$ cat src/rtl/subtrator_serial_pkg.sv
// Shared definitions for the serial add/subtract unit.
// This file holds the FSM state encodings and the op codes.
package subtrator_serial_pkg;

  localparam logic [1:0] ST_IDLE = 2'd0;
  localparam logic [1:0] ST_CALC = 2'd1;
  localparam logic [1:0] ST_DONE = 2'd2;

  localparam logic OP_SUB = 1'b0;
  localparam logic OP_ADD = 1'b1;

  // Counter width for a given number of digits; never narrower than one bit.
  function automatic int count_width(input int n_digits);
    return (n_digits > 1) ? $clog2(n_digits) : 1;
  endfunction

endpackage

$ cat src/rtl/subtrator_serial_if.sv
// Request/result bundle of the serial add/subtract unit.
// The ALU controller holds the master side and the unit holds the slave side.
interface subtrator_serial_if #(
  parameter int WIDTH = 8
) ();

  logic             start;
  logic             op;
  logic [WIDTH-1:0] A;
  logic [WIDTH-1:0] B;
  logic             ready;
  logic             valid;
  logic [WIDTH-1:0] S;
  logic             C_out;
  logic             Z;
  logic             N;
  logic             V;

  modport master (
    output start, op, A, B,
    input  ready, valid, S, C_out, Z, N, V
  );

  modport slave (
    input  start, op, A, B,
    output ready, valid, S, C_out, Z, N, V
  );

endinterface

$ cat src/rtl/subtrator_serial_celula.sv
// One digit of the serial datapath, built from DIGIT chained one-bit cells.
// Each cell acts as a full subtractor or as a full adder, depending on op.
module celula_serial
  import subtrator_serial_pkg::*;
#(
  parameter int DIGIT = 1
) (
  input  logic [DIGIT-1:0] a,
  input  logic [DIGIT-1:0] b,
  input  logic             chain_in,
  input  logic             op,
  output logic [DIGIT-1:0] d,
  output logic             chain_out
);

  // The chain value carries a borrow for subtraction and a carry for addition.
  always_comb begin
    logic c;
    c = chain_in;
    d = '0;
    for (int i = 0; i < DIGIT; i++) begin
      d[i] = a[i] ^ b[i] ^ c;
      if (op == OP_ADD) begin
        c = (a[i] & b[i]) | ((a[i] ^ b[i]) & c);
      end else begin
        c = (~a[i] & b[i]) | (~(a[i] ^ b[i]) & c);
      end
    end
    chain_out = c;
  end

endmodule

$ cat src/rtl/subtrator_serial.sv
// Multi-cycle add/subtract unit that processes DIGIT bits per clock, from LSB to MSB.
// It reports the result together with the carry/borrow, zero, negative and overflow flags.
module subtrator_serial
  import subtrator_serial_pkg::*;
#(
  parameter int WIDTH = 8,
  parameter int DIGIT = 1
) (
  input  logic            clk,
  input  logic            rst,
  subtrator_serial_if.slave bus
);

  localparam int NDIG = WIDTH / DIGIT;
  localparam int CW   = count_width(NDIG);
  localparam logic [CW-1:0]    LAST     = CW'(NDIG - 1);
  localparam logic [WIDTH-1:0] DIG_MASK = WIDTH'({DIGIT{1'b1}});

  if ((WIDTH < 2) || (DIGIT < 1) || (WIDTH % DIGIT != 0)) begin : g_bad_params
    $error("subtrator_serial: DIGIT must divide WIDTH and WIDTH must be >= 2");
  end

  logic [1:0]       state;
  logic [CW-1:0]    cnt;
  logic             chain;
  logic [WIDTH-1:0] a_reg;
  logic [WIDTH-1:0] b_reg;
  logic             op_reg;
  logic [WIDTH-1:0] res_reg;
  logic [WIDTH-1:0] s_reg;
  logic             c_reg;
  logic             z_reg;
  logic             n_reg;
  logic             v_reg;

  logic [31:0]      shamt;
  logic [DIGIT-1:0] a_dig;
  logic [DIGIT-1:0] b_dig;
  logic [DIGIT-1:0] dig_d;
  logic             chain_nxt;
  logic [WIDTH-1:0] res_next;
  logic             v_next;

  // Shifting instead of a variable part-select keeps the digit pick width-clean.
  always_comb begin
    shamt    = 32'(cnt) * DIGIT;
    a_dig    = DIGIT'(a_reg >> shamt);
    b_dig    = DIGIT'(b_reg >> shamt);
    res_next = (res_reg & ~(DIG_MASK << shamt)) | (WIDTH'(dig_d) << shamt);
    if (op_reg == OP_ADD) begin
      v_next = (a_reg[WIDTH-1] == b_reg[WIDTH-1]) & (res_next[WIDTH-1] != a_reg[WIDTH-1]);
    end else begin
      v_next = (a_reg[WIDTH-1] != b_reg[WIDTH-1]) & (res_next[WIDTH-1] != a_reg[WIDTH-1]);
    end
  end

  celula_serial #(.DIGIT(DIGIT)) u_celula (
    .a         (a_dig),
    .b         (b_dig),
    .chain_in  (chain),
    .op        (op_reg),
    .d         (dig_d),
    .chain_out (chain_nxt)
  );

  // The outputs and flags change only on the edge that completes the last digit.
  always_ff @(posedge clk) begin
    if (rst) begin
      state   <= ST_IDLE;
      cnt     <= '0;
      chain   <= 1'b0;
      a_reg   <= '0;
      b_reg   <= '0;
      op_reg  <= OP_SUB;
      res_reg <= '0;
      s_reg   <= '0;
      c_reg   <= 1'b0;
      z_reg   <= 1'b0;
      n_reg   <= 1'b0;
      v_reg   <= 1'b0;
    end else begin
      case (state)
        ST_IDLE: begin
          if (bus.start) begin
            a_reg   <= bus.A;
            b_reg   <= bus.B;
            op_reg  <= bus.op;
            chain   <= 1'b0;
            cnt     <= '0;
            res_reg <= '0;
            state   <= ST_CALC;
          end
        end
        ST_CALC: begin
          res_reg <= res_next;
          chain   <= chain_nxt;
          cnt     <= cnt + CW'(1);
          if (cnt == LAST) begin
            s_reg <= res_next;
            c_reg <= chain_nxt;
            z_reg <= ~|res_next;
            n_reg <= res_next[WIDTH-1];
            v_reg <= v_next;
            state <= ST_DONE;
          end
        end
        ST_DONE: state <= ST_IDLE;
        default: state <= ST_IDLE;
      endcase
    end
  end

  assign bus.ready = (state == ST_IDLE);
  assign bus.valid = (state == ST_DONE);
  assign bus.S     = s_reg;
  assign bus.C_out = c_reg;
  assign bus.Z     = z_reg;
  assign bus.N     = n_reg;
  assign bus.V     = v_reg;

endmodule

$ cat src/flat_wrapper.sv
// flat-port wrapper written by rule: the top's interface ports become plain ports
module subtrator_serial_flat import subtrator_serial_pkg::*;
#(
  parameter int WIDTH = 8,
  parameter int DIGIT = 1
)
  (clk, rst, bus_start, bus_op, bus_A, bus_B, bus_ready, bus_valid, bus_S, bus_C_out, bus_Z, bus_N, bus_V);
  subtrator_serial_if #(.WIDTH(WIDTH)) bus_i ();
  input  logic clk;
  input  logic rst;
  input wire logic [$bits(bus_i.start)-1:0] bus_start;
  input wire logic [$bits(bus_i.op)-1:0] bus_op;
  input wire logic [$bits(bus_i.A)-1:0] bus_A;
  input wire logic [$bits(bus_i.B)-1:0] bus_B;
  output wire logic [$bits(bus_i.ready)-1:0] bus_ready;
  output wire logic [$bits(bus_i.valid)-1:0] bus_valid;
  output wire logic [$bits(bus_i.S)-1:0] bus_S;
  output wire logic [$bits(bus_i.C_out)-1:0] bus_C_out;
  output wire logic [$bits(bus_i.Z)-1:0] bus_Z;
  output wire logic [$bits(bus_i.N)-1:0] bus_N;
  output wire logic [$bits(bus_i.V)-1:0] bus_V;
  assign bus_i.start = bus_start;
  assign bus_i.op = bus_op;
  assign bus_i.A = bus_A;
  assign bus_i.B = bus_B;
  assign bus_ready = bus_i.ready;
  assign bus_valid = bus_i.valid;
  assign bus_S = bus_i.S;
  assign bus_C_out = bus_i.C_out;
  assign bus_Z = bus_i.Z;
  assign bus_N = bus_i.N;
  assign bus_V = bus_i.V;
  subtrator_serial #(.WIDTH(WIDTH), .DIGIT(DIGIT)) u_core (.clk(clk), .rst(rst), .bus(bus_i));
endmodule
$ cat config.mk
export PLATFORM = sky130hd
export DESIGN_NAME = subtrator_serial_flat
export DESIGN_NICKNAME = d
export VERILOG_FILES = /design/src/rtl/subtrator_serial_pkg.sv /design/src/rtl/subtrator_serial_if.sv /design/src/rtl/subtrator_serial_celula.sv /design/src/rtl/subtrator_serial.sv /design/src/flat_wrapper.sv
export SDC_FILE = /design/constraint.sdc
export NUM_CORES = 1
export LEC_CHECK = 0
export BUFFER_PORTS_ARGS = -buffer_cell sky130_fd_sc_hd__buf_2
export CAP_MARGIN = 5
export CELL_PAD_IN_SITES_DETAIL_PLACEMENT = 1
export CELL_PAD_IN_SITES_GLOBAL_PLACEMENT = 1
export CORE_MARGIN = 5
export CORE_UTILIZATION = 46
export CTS_BUF_LIST = sky130_fd_sc_hd__clkbuf_8
export CTS_CLUSTER_DIAMETER = 120
export DETAILED_ROUTE_END_ITERATION = 7
export PLACE_DENSITY = 0.91
export SLEW_MARGIN = 30
export SYNTH_ARGS = -nofsm -noshare
export SYNTH_HDL_FRONTEND = slang
export SYNTH_SLANG_ARGS = --single-unit
$ cat constraint.sdc
create_clock -name clk -period 5.1 [get_ports clk]
set_input_delay 0.765 -clock clk [delete_from_list [all_inputs] [get_ports clk]]
set_output_delay 0.765 -clock clk [all_outputs]
set_load 0.05 [all_outputs]
# Word-level counts from Yosys, hierarchy flattened
# Cells that the tools add are included.
# word_totals
elab_cells	59
register_bits	43
output_inout_bits	14
inputBits	20
# classes
muxes	11
addsub	1
bitwise	15
n_shift	4
n_eq_ne	8
n_reduce_logical	8
# ops
op	count
$pmux 8 s2	1
$shr 8x3->1	2
$and 8x8->8	1
$mux 8	1
$not 8->8	1
$or 8x8->8	1
$reduce_and 2->1	4
$reduce_or 8->1	1
$shl 1x3->8	1
$shl 1x3->8 const A	1
$and 1x1->1	6
$pmux 3 s2	1
$mux 2	2
$pmux 2 s2	1
$add 3x1->3 const B	1
$eq 3x3->1 const B	1
$mux 1	3
$mux 3	1
$eq 2x1->1 const B	1
$eq 2x2->1 const B	1
$logic_not 2->1	1
$ne 1x1->1	2
$ne 2x1->1 const B	1
$ne 2x2->1 const B	1
other kinds (7)	10

# Depth between registers and ports, before layout
# Gate-level depths: netlist (run 1).
# depth
ltp_word	8
ltp_mapped	10
depth_no_buf	9

# Hierarchy
# A second synthesis (run 1) with hierarchy kept.
# hier_totals
cells_unflattened	240
hier_area_um2	1975.6
# modules_own_cells
mod	instances	seq_area_each_um2	cells_each	area_each_um2
subtrator_serial	1	840.8	234	1919.3
celula_serial	1	0.0	6	56.3

# Least setup slack after synthesis (run 1)
# Ideal clock, no wire load.
# synth_path
path_type	register to register
startpoint	register u_core.cnt[0]
endpoint	register u_core.v_reg, in the netlist u_core.bus.V
path_stages_with_launch	11
period_less_slack_ps	2848
t_arrival_ps	2760
setup_time_ps	88
slack_ps	2252
t_required_ps	5012
path_buffers	1
cell_sequence	dfxtp_1 -> buf_4 -> mux4_2 -> nand2_1 -> and2_1 -> inv_1 -> fa_1 -> nand3_4 -> a2bb2oi_2 -> or3_1 -> a311oi_2
# synth_via
elab_chain_len	8
elab_cells_between_ends	15
cone_classes	eq/ne (2); shift (4); mux (1); bitwise (7); reduce/logical (1)
# synth_rtl
element	line_no	source
start, declared	subtrator_serial.sv:24	logic [CW-1:0] cnt;
start signal, assigned	subtrator_serial.sv:97	cnt <= cnt + CW'(1);
$shr 8x3->1 (on tied branches)	subtrator_serial.sv:47, subtrator_serial.sv:48	
$xor 1x1->1 (2 in a row)	subtrator_serial_celula.sv:22	d[i] = a[i] ^ b[i] ^ c;
$shl 1x3->8	subtrator_serial.sv:49	res_next = (res_reg & ~(DIG_MASK << shamt)) | (WIDTH'(dig_d) << shamt);
$or 8x8->8	subtrator_serial.sv:49	
$ne 1x1->1	subtrator_serial.sv:51, subtrator_serial.sv:53	
$and 1x1->1 (on tied branches)	subtrator_serial.sv:53, subtrator_serial.sv:51	
$mux 1	subtrator_serial.sv:50	if (op_reg == OP_ADD) begin
end signal, assigned	subtrator_serial.sv:103	v_reg <= v_next;
end, declared	subtrator_serial.sv:34	logic v_reg;
# Parallel ways exist; a longest one is shown, timed or not.
# A chain may end at the register's enable or synchronous reset.

# Final worst setup path (run 1)
# layout_path
startpoint	register u_core.cnt[0]
endpoint	register u_core.z_reg, in the netlist u_core.bus.Z
# layout_via
elab_chain_len	7
elab_cells_between_ends	13
cone_classes	eq/ne (1); shift (4); bitwise (5); reduce/logical (3)
# layout_rtl
element	line_no	source
$shr 8x3->1 (on tied branches)	subtrator_serial.sv:47, subtrator_serial.sv:48	
$xor 1x1->1 (2 in a row)	subtrator_serial_celula.sv:22	
$shl 1x3->8	subtrator_serial.sv:49	
$or 8x8->8	subtrator_serial.sv:49	
$reduce_or 8->1	subtrator_serial.sv:101	z_reg <= ~|res_next;
$logic_not 1->1	subtrator_serial.sv:101	
end signal, assigned	subtrator_serial.sv:101	
end, declared	subtrator_serial.sv:32	logic z_reg;
# Parallel ways exist; a longest one is shown, timed or not.

==> results of run 1 <==
## stage by stage
step	utilization [%]	instance area (sq um)	hold slack, ns	total power (uW)	setup WS, ns
3_5_place_dp	52.0	2130	0.448	429	1.84
6_report	54.3	2220	0.461	643	1.84
2_1_floorplan	-	1980	0.433	409	2.25
4_1_cts	54.3	2220	0.462	647	1.81
5_1_grt	54.3	2220	0.492	670	1.61
3_3_place_gp	52.0	2130	0.442	425	1.98
## cell type report
class,instances,area [sq um]
fillers,520,1870
multi-input cells,163,1030
flip-flops and latches,42,841
repair buffers,33,165
clock buffers,6,82.6
well taps,50,62.6
inverters,7,26.3
clock inverters,2,8.76
## critical path, delay by kind of cell, from the launching register on
| kind | cells | cell delay (ns) |
|---|---|---|
| flops | 1 | 0.72 |
| buf+inv | 1 | 0.07 |
| compound gates | 2 | 0.67 |
| mux | 1 | 0.58 |
| fa+ha+maj | 1 | 0.52 |
| simple gates | 4 | 0.60 |
## final timing paths
| path | to | slack (ns) | depth (start not counted) | from |
|---|---|---|---|---|
| min | u_core.b_reg[2]$_SDFFE_PP0P_ | 0.46 | 2 | u_core.b_reg[2]$_SDFFE_PP0P_ |
| min reg2reg | u_core.b_reg[2]$_SDFFE_PP0P_ | 0.46 | 2 | u_core.b_reg[2]$_SDFFE_PP0P_ |
| max | u_core.bus.Z$_SDFFE_PP0P_ | 1.84 | 9 | u_core.cnt[0]$_SDFFE_PP0P_ |
| max reg2reg | u_core.bus.Z$_SDFFE_PP0P_ | 1.84 | 9 | u_core.cnt[0]$_SDFFE_PP0P_ |
## where the power goes
part | leakage (uW) | switching, uW | internal (uW) | total (uW)
Sequential | 0.000341 | 10.7 | 338 | 349
Clock | 0.0000524 | 115 | 107 | 222
Combinational | 0.000465 | 44.3 | 27.4 | 71.8
## placed cells by master, fill, tap and decap left out, types with 2 or more instances in the layout
master,count
nand2_1,47
or3_1,2
nor2_1,16
inv_1,7
a32oi_1,2
o21ai_0,5
a22oi_1,2
mux4_2,4
dfxtp_1,42
buf_2,33
ha_1,6
nand2b_1,4
a211oi_1,7
and2_1,3
a21oi_1,23
o21a_1,3
nand4_1,2
a22oi_2,2
nor2b_1,8
nand3_1,12
fa_1,2
clkbuf_8,6
mux2i_1,2
## logic make-up after synthesis
group | Yosys count | share of synthesized area [%]
AND/OR/NAND/NOR | 99 | 23.3
buffers and inverters | 24 | 5.67
adder cells (fa/ha/maj) | 8 | 5.80
multiplexers | 6 | 5.55
XOR/XNOR | 1 | 0.441
flip-flops | 42 | 42.4
AO/OA/AOI/OAI | 49 | 16.8
## per-layer routing
metal | vias up | wire length, microns
met3 | 10 | 210
met4 | 0 | 102
met2 | 36 | 2210
met1 | 761 | 2050
li1 | 824 | -
met5 | - | 0
==> results.ini, run 1 <==
[critical_path]
crit_path_end_kind=flip-flop
cp.required_ns=5.30
critPathLaunchType=flip-flop
cp_max_fo=13
worstPathCellList=mux4_2 -> nand2_1 -> and2_1 -> inv_1 -> fa_1 -> nor2b_1 -> a32oi_1 -> nand4_1 -> o41ai_2
worst_ep_arrival_time_ns=3.46
worst_path_max_delay_cell=dfxtp_1
cpPeakStageDelay_ns=0.72
crit_type=flip-flop to flip-flop

[yosys]
yosysMostFrequentCell=nand2_1
async_flop_share_pct=0
ys_ff_latch=42
synthesis.nets=257
syn_inst=229
netlist_area_sq_mm=0.00198
ys_top_cells_by_count=47 x nand2_1, 42 x dfxtp_1, 23 x a21oi_1
yosysWarnings=0
synth_cell_type_count=38
ys_top_cells_by_area=dfxtp_1 42%, nand2_1 8.9%, a21oi_1 5.8%, mux4_2 4.5%, ha_1 3.8%
yosysTopAreaCell=dfxtp_1
synth_edf_count=0
ys_seq_area_share_pct=42.4
synth_ff_type=dfxtp_1
synth_top_area_share_pct=42.4
avgSynthCellArea_sq_um=8.67

[global_routing]
busiest_layer=met2
first_global_vias=1737
met1_usage_pct=22.8
antenna_found_initial=0
grt_pass1_wl_microns=8020
grt_max_degree=44
globalRouteOverflowTotal=0
met2_usage_pct=31.4
use_met3_pct=4.09
gr-usage-all-layers_pct=18.6

[die]
ioPinCount=34
die_h_microns=75.7
dieArea_sq_mm=0.00573
num_rows=23
die_w_microns=75.7
core_area_sq_mm=0.00409
initial_core_util_pct=48.6

[cts]
cts_resized=0
htree_num_levels=2
root_buffer=clkbuf_8
cts.sinks=42
ctsHoldBuffers=0
cts.clk_slew.worst_paths_ns=0.08
cts_buffer_depth=2
postCtsSetupBuffers=0
numCtsBuffers=5
clkLatencyLatePin_ns=0.30
cts_tree=built

[outcome]
status=finished, final reports clean

[job]
drv_cap=0

[routing]
antenna_left=0
firstDrtPassIters=4
drcViolationCount=0
drtIter0Drc=77
wl_per_cell_microns=15.1
postRouteWirelength_microns=4580
via_count=1631
viasPerCell=5.38

[sta]
finalHoldViolCount=0
min_period_ns=3.26
setup_violations=0
clock-skew-final_ns=0.00773
maxSlewViolCount=0
rsz0062_at_grt=no
worst_pin_slew_ns=0.790
max_freq_mhz=307
relSlewSlack_pct=47.3
post-route-period-util_pct=63.9
finalSetupTns_ns=0

[place]
gp_congestion=0.805
dp_cells=295
port_buffers=33
dp_hpwl_microns=3320

[final_layout]
instances_no_fill=303
nNetsFinal=280
layout-drive-gt1-share_pct=20.9
areaGrowthSynthToFinish_pct=11.7
insertedDiodeCount=0

[pwr]
p_per_area_mw_per_mm2=290
ir_worst_vdd_mv=0.183
leakage_uw=0.000859

[min_path]
hold_class=flip-flop to flip-flop

Note: power is estimated with default switching activity, not from simulation.
==> run 2: changes to the inputs <==
- ABC_AREA: not set -> 1
- CORE_UTILIZATION: 46 -> 42
- PLACE_DENSITY: 0.91 -> 0.87
- clock period: 5.1 -> 3.1 ns (I/O delays scaled with it)
==> run 2 against run 1 <==
Critical path depth increased by 4. Final area increased by 2.3%. Synthesized cell count increased by 17%. Critical path type unchanged. Largest power group unchanged. Maximum frequency increased by 23%. Die area increased by 9.7%. Setup slack got worse by 1.4 ns. First-iteration DRC count increased by 10%.
==> results.ini, run 2 <==
[routing]
wl_per_cell_microns=15.1  ; -0.28%
drtIter0Drc=85  ; +10%
wl_met1_microns=2190  ; +7.0%
postRouteWirelength_microns=5270  ; +15%
antenna_left=0  ; unchanged
met3_length_microns=204  ; -2.9%
drcViolationCount=0  ; unchanged
dr.max_layer_used=met4
firstDrtPassIters=4  ; unchanged
viasPerCell=5.24  ; -2.6%
via_count=1835  ; +13%
dr_wl_met2_microns=2820  ; +28%

[final_layout]
layout-drive-gt1-share_pct=20.9  ; about the same
stdcell_area_sq_mm=0.00227  ; +2.3%
nNetsFinal=323  ; +15%
areaGrowthSynthToFinish_pct=12.6
layout_common_cells=55 x nor2_1, 42 x nand2_1, 41 x dfxtp_1
final_common_cell=nor2_1
insertedDiodeCount=0  ; unchanged

[pwr]
switching_power_uw=318  ; +88%
total_power_uw=1180  ; +83%
seq_power_share_pct=49.6  ; -4.7 points
p_per_area_mw_per_mm2=519  ; +79%
clkPwrFrac_pct=36.1  ; +1.6 points
p_sw_share_pct=27.0  ; +0.60 points
combPwrFrac_pct=14.4  ; +3.2 points
internal-power_uw=860  ; +82%
ir_worst_vdd_mv=0.285  ; +56%
leakage_uw=0.000988  ; +15%

[sta]
clock-skew-final_ns=0.00583  ; -0.00190 ns
maxSlewViolCount=0  ; unchanged
setup_violations=0  ; unchanged
post-route-period-util_pct=85.3  ; +21 points
relSlewSlack_pct=52.2  ; +4.9 points
worst_pin_slew_ns=0.716  ; -0.0743 ns
min_period_ns=2.65  ; -0.613 ns
fin_ws_ns=0.454  ; -1.39 ns
rsz0062_at_grt=no
finalSetupTns_ns=0  ; unchanged
finalHoldViolCount=0  ; unchanged
max_freq_mhz=378  ; +23%

[min_path]
hold_depth=3  ; +1
hold_class=input pin to flip-flop

[job]
drv_cap=0  ; unchanged

[yosys]
yosysMostFrequentCell=nor2_1
synth_ff_type=dfxtp_1
ys_seq_area_share_pct=41.7  ; -0.63 points
netlist_area_sq_mm=0.00201  ; +1.5%
synthesis.nets=296  ; +15%
async_flop_share_pct=0  ; unchanged
ys_top_cells_by_count=55 x nor2_1, 42 x dfxtp_1, 42 x nand2_1
syn_inst=268  ; +17%
ys_ff_latch=42  ; unchanged
yosysTopAreaCell=dfxtp_1
synth_edf_count=0  ; unchanged
synth_top_area_share_pct=41.7  ; -0.63 points
avgSynthCellArea_sq_um=7.52  ; -13%
ys_top_cells_by_area=dfxtp_1 42%, nor2_1 10%, o21ai_0 8.2%, nand2_1 7.8%, ha_1 3.7%
synth_cell_type_count=32  ; -16%
yosysWarnings=0  ; unchanged

[critical_path]
r2r_cells=13  ; +4
critPathLaunchType=flip-flop
worstPathCellList=inv_2 -> o21ai_0 -> o22ai_1 -> inv_1 -> o21ai_2 -> fa_1 -> nand2_1 -> nor3_1 -> nor2_1 -> nand2_1 -> nor2_1 -> nand3_1 -> a21oi_2
cp.required_ns=3.28  ; -2.02 ns
crit_path_end_kind=flip-flop
cp_max_fo=15  ; +2
cpPeakStageDelay_ns=0.66  ; -0.06 ns
worst_ep_arrival_time_ns=2.83  ; -0.63 ns
worst_path_max_delay_cell=fa_1
crit_type=flip-flop to flip-flop

[cts]
postCtsSetupBuffers=0  ; unchanged
cts.sinks=42  ; unchanged
cts_tree=built
clkLatencyLatePin_ns=0.30  ; about the same
cts_resized=0  ; unchanged
cts_buffer_depth=2  ; unchanged
ctsHoldBuffers=0  ; unchanged
numCtsBuffers=5  ; unchanged
root_buffer=clkbuf_8
htree_num_levels=2  ; unchanged
cts.clk_slew.worst_paths_ns=0.08  ; about the same

[place]
place_area_sq_mm=0.00216  ; +1.5%
port_buffers=33  ; unchanged
post-place-ws_ns=0.247  ; -1.59 ns
gp_congestion=0.871  ; +8.1%
dp_hpwl_microns=3960  ; +19%

[global_routing]
first_global_vias=1916  ; +10%
grt_max_degree=27  ; -39%
gr-usage-all-layers_pct=18.0  ; -0.55 points
antenna_found_initial=0  ; unchanged
grt_pass1_wl_microns=8820  ; +10%
globalRouteOverflowTotal=0  ; unchanged

[die]
ioPinCount=34  ; unchanged
initial_core_util_pct=42.9  ; -5.6 points
dieArea_sq_mm=0.00628  ; +9.7%
num_rows=25  ; +8.7%
die_h_microns=79.3  ; +4.7%
core_area_sq_mm=0.00469  ; +15%
die_w_microns=79.3  ; +4.7%

[outcome]
status=finished, final reports clean

==> run 2: changes by cell type after synthesis, moves of 5 or more <==
cell,before,now
clkbuf_1,9,2
o21ai_1,0,5
nand2_1,47,42
inv_1,6,11
o21ai_0,5,33
a21oi_1,23,14
nor2b_1,8,0
a211oi_1,7,1
nor2_1,16,55
inv_2,1,6
==> run 2: power groups by stage <==
stage | sequential (uW) | clock [uW] | combinational, uW
final | 584 | 425 | 169
after global routing | 588 | 456 | 193
after CTS | 584 | 431 | 171
after detailed placement | 597 | 0 | 169
after global placement | 595 | 0 | 160
after floorplan | 588 | 0 | 138
==> run 2: path summary, 6_finish.rpt <==
kind	from	to	slack (ns)
max	u_core.cnt[0]$_SDFFE_PP0P_	u_core.bus.Z$_SDFFE_PP0P_	0.45
min	bus_B[4]	u_core.b_reg[4]$_SDFFE_PP0P_	0.41
max reg2reg	u_core.cnt[0]$_SDFFE_PP0P_	u_core.bus.Z$_SDFFE_PP0P_	0.45
min reg2reg	u_core.res_reg[6]$_SDFFE_PP0P_	u_core.res_reg[6]$_SDFFE_PP0P_	0.47
==> run 2: area by class of cell <==
cell class	count	area, sq um
Fill cell	620	2420
Multi-Input combinational cell	194	1000
Sequential cell	42	842
Timing Repair Buffer	35	180
Clock buffer	5	68.8
Tap cell	54	67.6
Inverter	17	63.8
Clock inverter	3	41.3
==> run 2: cells by family (layout without fill, tap and decap cells) <==
group	Yosys count	count (layout)	share of synthesized area, %
XOR/XNOR	1	1	0.435
flip-flops	42	42	41.7
AO/OA/AOI/OAI	62	62	16.6
buffers and inverters	32	60	8.38
multiplexers	1	1	0.745
AND/OR/NAND/NOR	122	122	26.3
adder cells (fa/ha/maj)	8	8	5.71
==> run 2: metrics by stage <==
stage	std cells	hold slack (ns)	util, %
after floorplan	268	0.439	-
after global placement	342	0.453	46.0
after detailed placement	342	0.459	46.0
after CTS	350	0.410	48.3
after global routing	350	0.416	48.3
final	350	0.405	48.3
==> run 2: metal layers <==
metal	vias up	global-route usage, %
met5	-	0
met1	871	19.9
met4	0	5.33
li1	923	-
met2	35	34.2
met3	6	3.74
==> run 2: critical path, delay by kind of cell, from the launching register on <==
kind                       cells  cell delay, ns
adders and majority gates      1            0.66
AOI/OAI and AO/OA              4            0.43
DFF                            1            0.49
and+or+nand+nor                6            0.69
buffers and inverters          2            0.26
